`config.mk`:
```
export PLATFORM = sky130hd
export DESIGN_NAME = multicycle_sequencer
export DESIGN_NICKNAME = d
export VERILOG_FILES = /design/src/rtl/riscv_ctrl_pkg.sv /design/src/rtl/opcode_classifier.sv /design/src/rtl/multicycle_sequencer.sv
export SDC_FILE = /design/constraint.sdc
export NUM_CORES = 1
export LEC_CHECK = 0
export CORE_ASPECT_RATIO = 1.75
export CORE_UTILIZATION = 53
export CTS_CLUSTER_SIZE = 12
export DETAILED_ROUTE_END_ITERATION = 10
export PLACE_DENSITY = 0.92
export SLEW_MARGIN = 20
export SYNTH_ARGS = -nofsm -noshare
export SYNTH_HDL_FRONTEND = slang
export SYNTH_SLANG_ARGS = --single-unit
```
`constraint.sdc`:
```
create_clock -name clk -period 4.8 [get_ports clk]
set_clock_uncertainty 0.2 [all_clocks]
set_input_delay 0.96 -clock clk [delete_from_list [all_inputs] [get_ports clk]]
set_output_delay 0.96 -clock clk [all_outputs]
set_load 0.005 [all_outputs]
```
`src/rtl/riscv_ctrl_pkg.sv`:
```
// Shared control definitions for the multi-cycle sequencer: opcodes, state and
// class enums, ALU operation encodings.
package riscv_ctrl_pkg;

  localparam logic [6:0] OP_R      = 7'b0110011;
  localparam logic [6:0] OP_I_ALU  = 7'b0010011;
  localparam logic [6:0] OP_LOAD   = 7'b0000011;
  localparam logic [6:0] OP_STORE  = 7'b0100011;
  localparam logic [6:0] OP_BRANCH = 7'b1100011;
  localparam logic [6:0] OP_JAL    = 7'b1101111;
  localparam logic [6:0] OP_JALR   = 7'b1100111;
  localparam logic [6:0] OP_LUI    = 7'b0110111;
  localparam logic [6:0] OP_AUIPC  = 7'b0010111;

  typedef enum logic [2:0] {
    ST_IDLE      = 3'd0,
    ST_FETCH     = 3'd1,
    ST_DECODE    = 3'd2,
    ST_EXECUTE   = 3'd3,
    ST_MEMORY    = 3'd4,
    ST_WRITEBACK = 3'd5,
    ST_FAULT     = 3'd6
  } state_t;

  typedef enum logic [3:0] {
    CLS_R      = 4'd0,
    CLS_I_ALU  = 4'd1,
    CLS_LOAD   = 4'd2,
    CLS_STORE  = 4'd3,
    CLS_BRANCH = 4'd4,
    CLS_JAL    = 4'd5,
    CLS_JALR   = 4'd6,
    CLS_LUI    = 4'd7,
    CLS_AUIPC  = 4'd8
  } cls_t;

  localparam logic [1:0] ALU_ADD    = 2'b00;
  localparam logic [1:0] ALU_BRANCH = 2'b01;
  localparam logic [1:0] ALU_R      = 2'b10;
  localparam logic [1:0] ALU_I      = 2'b11;

  function automatic logic [1:0] alu_ctrl_of(input cls_t cls);
    case (cls)
      CLS_R:      return ALU_R;
      CLS_I_ALU:  return ALU_I;
      CLS_BRANCH: return ALU_BRANCH;
      default:    return ALU_ADD;
    endcase
  endfunction

endpackage

```
`src/rtl/opcode_classifier.sv`:
```
// Combinational decode of the 7-bit major opcode into an instruction class,
// flagging anything outside the supported set as illegal.
module opcode_classifier
  import riscv_ctrl_pkg::*;
(
  input  logic [6:0] opcode,
  output cls_t       cls,
  output logic       illegal
);

  always_comb begin
    cls     = CLS_R;
    illegal = 1'b0;
    case (opcode)
      OP_R:      cls = CLS_R;
      OP_I_ALU:  cls = CLS_I_ALU;
      OP_LOAD:   cls = CLS_LOAD;
      OP_STORE:  cls = CLS_STORE;
      OP_BRANCH: cls = CLS_BRANCH;
      OP_JAL:    cls = CLS_JAL;
      OP_JALR:   cls = CLS_JALR;
      OP_LUI:    cls = CLS_LUI;
      OP_AUIPC:  cls = CLS_AUIPC;
      default:   illegal = 1'b1;
    endcase
  end

endmodule

```
`src/rtl/multicycle_sequencer.sv`:
```
// Multi-cycle fetch/decode/execute/memory/writeback sequencer with bounded
// memory waits, a sticky fault state and a retired-instruction counter.
module multicycle_sequencer
  import riscv_ctrl_pkg::*;
#(
  parameter int unsigned TIMEOUT_CYCLES = 64
) (
  input  logic        clk,
  input  logic        rst,
  input  logic        start,
  input  logic [6:0]  opcode,
  input  logic        imem_ready,
  input  logic        dmem_ready,
  output logic        imem_req,
  output logic        dmem_req,
  output logic        dmem_we,
  output logic        ir_load,
  output logic        pc_write,
  output logic        branch_enable,
  output logic [1:0]  alu_control,
  output logic        imm_enable,
  output logic        mem_or_alu,
  output logic        reg_write_enable,
  output logic        retired,
  output logic [31:0] instret,
  output logic        fault,
  output logic [2:0]  state
);

  localparam int unsigned WAIT_W = $clog2(TIMEOUT_CYCLES);
  localparam logic [WAIT_W-1:0] WAIT_LAST = WAIT_W'(TIMEOUT_CYCLES - 1);

  state_t              state_q, state_d, next_st;
  cls_t                cls_q, cls_d, dec_cls;
  logic                dec_illegal;
  logic [WAIT_W-1:0]   wait_q, wait_d;
  logic [31:0]         instret_q, instret_d;

  opcode_classifier u_classifier (
    .opcode  (opcode),
    .cls     (dec_cls),
    .illegal (dec_illegal)
  );

  always_ff @(posedge clk or posedge rst) begin
    if (rst) begin
      state_q   <= ST_IDLE;
      cls_q     <= CLS_R;
      wait_q    <= '0;
      instret_q <= '0;
    end else begin
      state_q   <= state_d;
      cls_q     <= cls_d;
      wait_q    <= wait_d;
      instret_q <= instret_d;
    end
  end

  // wait_d defaults to zero, so any state change clears the counter on entry.
  always_comb begin
    state_d   = state_q;
    cls_d     = cls_q;
    wait_d    = '0;
    next_st   = start ? ST_FETCH : ST_IDLE;
    instret_d = retired ? instret_q + 32'd1 : instret_q;
    case (state_q)
      ST_IDLE:   if (start) state_d = ST_FETCH;
      ST_FETCH: begin
        if (imem_ready)              state_d = ST_DECODE;
        else if (wait_q == WAIT_LAST) state_d = ST_FAULT;
        else                          wait_d  = wait_q + 1'b1;
      end
      ST_DECODE: begin
        cls_d   = dec_cls;
        state_d = dec_illegal ? ST_FAULT : ST_EXECUTE;
      end
      ST_EXECUTE: begin
        case (cls_q)
          CLS_BRANCH:          state_d = next_st;
          CLS_LOAD, CLS_STORE: state_d = ST_MEMORY;
          default:             state_d = ST_WRITEBACK;
        endcase
      end
      ST_MEMORY: begin
        if (dmem_ready)               state_d = (cls_q == CLS_STORE) ? next_st : ST_WRITEBACK;
        else if (wait_q == WAIT_LAST) state_d = ST_FAULT;
        else                          wait_d  = wait_q + 1'b1;
      end
      ST_WRITEBACK: state_d = next_st;
      ST_FAULT:     state_d = ST_FAULT;
      default:      state_d = ST_FAULT;
    endcase
  end

  always_comb begin
    imem_req         = 1'b0;
    dmem_req         = 1'b0;
    dmem_we          = 1'b0;
    ir_load          = 1'b0;
    pc_write         = 1'b0;
    branch_enable    = 1'b0;
    alu_control      = ALU_ADD;
    imm_enable       = 1'b0;
    mem_or_alu       = 1'b0;
    reg_write_enable = 1'b0;
    retired          = 1'b0;
    fault            = 1'b0;
    if (state_q inside {ST_EXECUTE, ST_MEMORY, ST_WRITEBACK}) begin
      alu_control = alu_ctrl_of(cls_q);
      imm_enable  = !(cls_q inside {CLS_R, CLS_BRANCH});
    end
    case (state_q)
      ST_FETCH: begin
        imem_req = 1'b1;
        ir_load  = imem_ready;
      end
      ST_EXECUTE: begin
        if (cls_q == CLS_BRANCH) begin
          pc_write      = 1'b1;
          branch_enable = 1'b1;
          retired       = 1'b1;
        end
      end
      ST_MEMORY: begin
        dmem_req = 1'b1;
        dmem_we  = (cls_q == CLS_STORE);
        pc_write = (cls_q == CLS_STORE) && dmem_ready;
        retired  = (cls_q == CLS_STORE) && dmem_ready;
      end
      ST_WRITEBACK: begin
        reg_write_enable = 1'b1;
        pc_write         = 1'b1;
        retired          = 1'b1;
        mem_or_alu       = (cls_q == CLS_LOAD);
        branch_enable    = (cls_q inside {CLS_JAL, CLS_JALR});
      end
      ST_FAULT: fault = 1'b1;
      default: ;
    endcase
  end

  assign instret = instret_q;
  assign state   = state_q;

endmodule

```
* After elaboration in Yosys (flattened, before gate mapping)
Index checks and enable logic that the tools add are counted.
Storage, ports and cells: bits in registers 45, input bits 12, output and inout port bits 48, logic and storage cells 65
Operators by class: $add $sub $neg 2, eq/ne operators 23, muxes and demuxes 27, reduce and logical (&&, ||, !) cells 9
Operators by type and width (number):
- 32-bit by 1-bit adder with 32-bit output, second input constant | 1
- 4-bit one-hot mux with 8 select lines | 1
- 7-bit by 6-bit == test with 1-bit output, second input constant | 3
- 7-bit == test, second input constant | 3
- 3-bit two-way mux | 6
- 6-bit two-way mux | 3
- 3-bit one-hot mux with 6 select lines | 1
- 7-bit by 5-bit == test with 1-bit output, second input constant | 2
- 4-bit by 3-bit == test with 1-bit output, second input constant | 3
- 6-bit one-hot mux with 2 select lines | 1
- 1-bit two-way mux | 10
- 3-bit == test, second input constant | 3
- 9-bit OR reduction | 1
- 4-bit by 2-bit == test with 1-bit output, second input constant | 2
- 7-bit by 2-bit == test with 1-bit output, second input constant | 1
- 6-bit by 1-bit adder with 6-bit output, second input constant | 1
- 3-bit by 2-bit == test with 1-bit output, second input constant | 2
- 6-bit == test, second input constant | 1
- 2-bit one-hot mux with 3 select lines | 1
- 3-bit one-hot mux with 2 select lines | 1
- 4-bit by 1-bit == test with 1-bit output, second input constant | 1
- 4-bit logical NOT | 1
- 2-bit nonzero test | 2
- 3-bit by 1-bit == test with 1-bit output, second input constant | 1
- other kinds (9) | 9

* Longest topological paths before layout
word-level depth 4, gate-level depth with buffers 8, gate-level depth less buffers 6

* By module
A second synthesis with hierarchy kept.
Second synthesis, totals: cells, all modules 258, area, all modules 2503.7 sq um
Modules (own cells, without submodules):
- multicycle_sequencer | instances 1, cells each 233, area an instance 2338.5 sq um, seq. area each 1126.1 sq um
- opcode_classifier | instances 1, cells each 25, area an instance 165.2 sq um, seq. area each 0.0 sq um

* Worst setup path before layout
Ideal clock, no wire load.
path kind register to output, start reg cls_q[0], end out retired, arrival time 1.691 ns, data required time 3.640 ns, setup slack 1.949 ns, cell stages (with the launch flop) 8, buffers on the path 3, path through dfrtp_1 buf_6 or4b_4 o21a_4 and2_1 buf_6 clkinv_2 buf_4
Between the ends: cells in the longest elaborated chain, start to end 3, elaborated cells on any way between the ends 5, those cells by class eq/ne (2); mux (2); reduce/logical (1)
RTL lines:
- start: declaration | RTL line multicycle_sequencer.sv:34 | cls_t cls_q, cls_d, dec_cls;
- start signal: assignment | RTL line multicycle_sequencer.sv:53 | cls_q <= cls_d;
- 4-bit by 3-bit == test with 1-bit output or 4-bit by 2-bit == test with 1-bit output (tied branches)
- 1-bit two-way mux or 1-bit logical AND (tied branches)
- 1-bit one-hot mux with 3 select lines *
- end: declaration | RTL line multicycle_sequencer.sv:24 | output logic retired,
Every way passes the cells marked *; elsewhere a longest branch is shown, timed or not.

* Final worst setup path
start in dmem_ready, end out pc_write
Between the ends: cells in the longest elaborated chain, start to end 2
RTL lines:
- start: declaration | RTL line multicycle_sequencer.sv:13 | input logic dmem_ready,
- 1-bit logical AND | RTL line multicycle_sequencer.sv:127 | pc_write = (cls_q == CLS_STORE) && dmem_ready;
- 1-bit one-hot mux with 3 select lines | RTL line multicycle_sequencer.sv:112 | case (state_q)
- end: declaration | RTL line multicycle_sequencer.sv:18 | output logic pc_write,
No other way between the ends.

==> results.cfg <==
[placed_design]
hpwlAfterDp_um = 4000
gp_congestion = 0.822
port_buffers = 59

[synth]
syn_area_per_cell_um2 = 9.65
synth.area.mux_share_pct = 0
ys_ff_latch = 45
synth_fp_nets = 272
synth-compound-area-share_pct = 8.80
async_flop_share_pct = 100
synth_edf_count = 0
synth_xor_area_share_pct = 13.4
synthesis.area_um2 = 2490
yosys.area_share.simple_pct = 28.1
synth_top_family_by_area = simple AND/OR/NAND/NOR gates
ys.warnings.count = 0
synth.yosys.seq_area_share_pct = 45.2
synthFlopType = dfrtp_1
synthAdderAreaFrac_pct = 1.01
ys_types = 47
synthCells = 258

[drt]
drc = 0
post_drt_via_cell_ratio = 5.88
antenna_left = 0
vias = 2151
routedWlPerCell_um = 15.3
drtIter0Drc = 52
dr.pass1.iters = 4
wl_um = 5590

[timing]
rsz0062_at_grt = false
slew_viol_final = 0
final.min_clock_period_ns = 3.82
tightest_slew_ns = 0.584
slew_headroom_pct = 61.1
fmax_mhz = 262
finalCritPeriodShare_pct = 79.6
finalSetupViolations = 0
fin_tns_setup_ns = 0
finalHoldViolations = 0

[global_route]
track_usage_pct = 25.2
grt_pass1_wl_um = 9240
grt_pass1_vias = 2074
overflow = 0
grt_max_degree = 46
antenna_found_initial = 0

[floorplanning]
fp-row-count = 32
die_area_um2 = 4980
core_area_um2 = 4440
start_util_pct = 56.0
ios = 60
fp.dieH_um = 92.7
die_w_um = 53.8

[worst_setup_path]
cp-start-kind = input pin
cp.arrival_ns = 2.66
reg2reg_depth = 5
criticalPathCategory = input pin to output pin
cpPeakStageDelay_ns = 0.59
cp-end-kind = output pin
critical_path.most_common_cell = clkdlybuf4s50_1
crit_buf_inv = 3
r2r_start = cls_q[0]
r2r_end = instret[24]
required_ns = 3.64
critPathSlowestCell = clkdlybuf4s50_1
cp_max_fo = 7
regToRegSetupSlack_ns = 2.31
path_delay_family = buffers and inverters
crit_chain = clkdlybuf4s50_1 > nand4_2 > and2_1 > clkinv_2 > clkdlybuf4s50_1

[clocking]
clock_path_buffers = 2
clockRootBuffer = clkbuf_8
path_clk_slew_ns = 0.09
cts_setup_buffers = 0
insertion_delay_ns = 0.30
cts_tree = yes
htreeDepth = 2
holdBufCountCts = 0
cts_made_buffers = 5
cts_num_sinks = 45
cts.repair.resized = 0

[cells_and_area]
nets = 328
diodes = 0
nFillCells = 320
drive_above_1_share_pct = 6.67
area_delta_synth_final_pct = 28.7

[power]
powerDensity_nw_per_um2 = 222
ir_drop_mv = 0.251
finalPower_mw = 0.712
power_leakage_nw = 1.27

[hold_path]
min-delay-start = wait_q[0]
min_to = wait_q[0]
hold_class = flop to flop
whs_path_depth = 1

[job]
max-cap-violations = 0

[status]
status = complete, no violations
area by class of cell:
| class | count | area, µm² | area share [%] |
|---|---|---|---|
| timing repair buffer | 60 | 598 | 18.7 |
| multi-input combinational | 197 | 1270 | 39.8 |
| inverter | 5 | 20.0 | 0.625 |
| clock inverter | 2 | 37.5 | 1.17 |
| tap | 51 | 63.8 | 1.99 |
| sequential | 45 | 1130 | 35.2 |
| clock buffer | 6 | 82.6 | 2.58 |
cell usage after synthesis (4+ instances only):
| cell type | count | share of area, % |
|---|---|---|
| nor3_1 | 6 | 1.2 |
| nand3_1 | 15 | 3.0 |
| nor4_1 | 4 | 1.0 |
| or2_2 | 4 | 1.0 |
| a31oi_1 | 4 | 1.0 |
| clkbuf_1 | 7 | 1.1 |
| xnor2_1 | 30 | 11 |
| o21ai_0 | 4 | 0.80 |
| inv_1 | 4 | 0.60 |
| a21oi_1 | 6 | 1.2 |
| nand4_1 | 14 | 3.5 |
| dfrtp_1 | 45 | 45 |
| nand2_1 | 26 | 3.9 |
| xor2_1 | 8 | 2.8 |
| and3_1 | 13 | 3.3 |
| nor2_1 | 19 | 2.9 |
per-layer routing:
layer  up-vias  track usage, %  wire (µm)
met5         -               0          0
met4         0            12.3        114
met3        10            4.11        184
met2        57            44.3       3060
met1      1054            27.5       2220
li1       1030               -          -
worst reg2reg max path, delay by kind of cell, from the launching register on:
kind | cells | cell delay, ns
xor+xnor | 1 | 0.18
compound gates | 2 | 0.66
simple gates | 2 | 0.84
flops | 1 | 0.51
sequential cells by signal (all words and copies together) (netlist names):
register  flops
cls_q         4
instret      32
state         3
wait_q        6
through the flow:
stage	cell area (µm²)	cells	util (%)	setup slack (ns)	hold WS, ns
CTS	3200	366	72.1	0.984	0.275
detailed placement	3080	358	69.4	0.999	0.262
global route	3200	366	72.1	0.891	0.313
floorplan	2490	258	-	1.95	0.225
finish	3200	366	72.1	0.979	0.268
global placement	3080	358	69.4	1.02	0.243
cells in the final DEF, fill, tap and decap left out, types with 2 or more instances in the layout:
cell type        count
a21oi_1              6
a31oi_1              4
and2_1               3
and3_1              13
and4_1               3
clkbuf_8             6
clkdlybuf4s50_1     59
dfrtp_1             45
ha_1                 2
inv_1                4
nand2_1             26
nand2b_1             3
nand3_1             15
nand3b_1             2
nand4_1             14
nor2_1              19
nor2b_1              3
nor3_1               6
nor3b_1              3
nor4_1               4
nor4b_1              2
o211ai_1             2
o21ai_0              4
o31ai_1              2
or2_2                4
or3_1                2
xnor2_1             30
xor2_1               8
kinds of logic after synthesis:
family | after synthesis
adders and majority gates | 2
DFF | 45
and+or+nand+nor | 127
xor gates and xnor gates | 38
buffers and inverters | 16
AOI/OAI and AO/OA | 30
power by group:
group	switching, mW	internal, mW
clock	0.133	0.169
combinational	0.0178	0.0125
sequential	0	0.379
total	0.151	0.561
worst max-delay path by stage:
stage | from | endpoint | slack [ns] | depth (start not counted)
2_1_floorplan | cls_q[0] | retired | 1.95 | 7
3_3_place_gp | dmem_ready | pc_write | 1.02 | 5
3_5_place_dp | dmem_ready | pc_write | 1.0 | 5
4_1_cts | dmem_ready | pc_write | 0.98 | 5
5_1_grt | dmem_ready | retired | 0.89 | 5
6_report | dmem_ready | pc_write | 0.98 | 5
(Power assumes the default switching activity.)
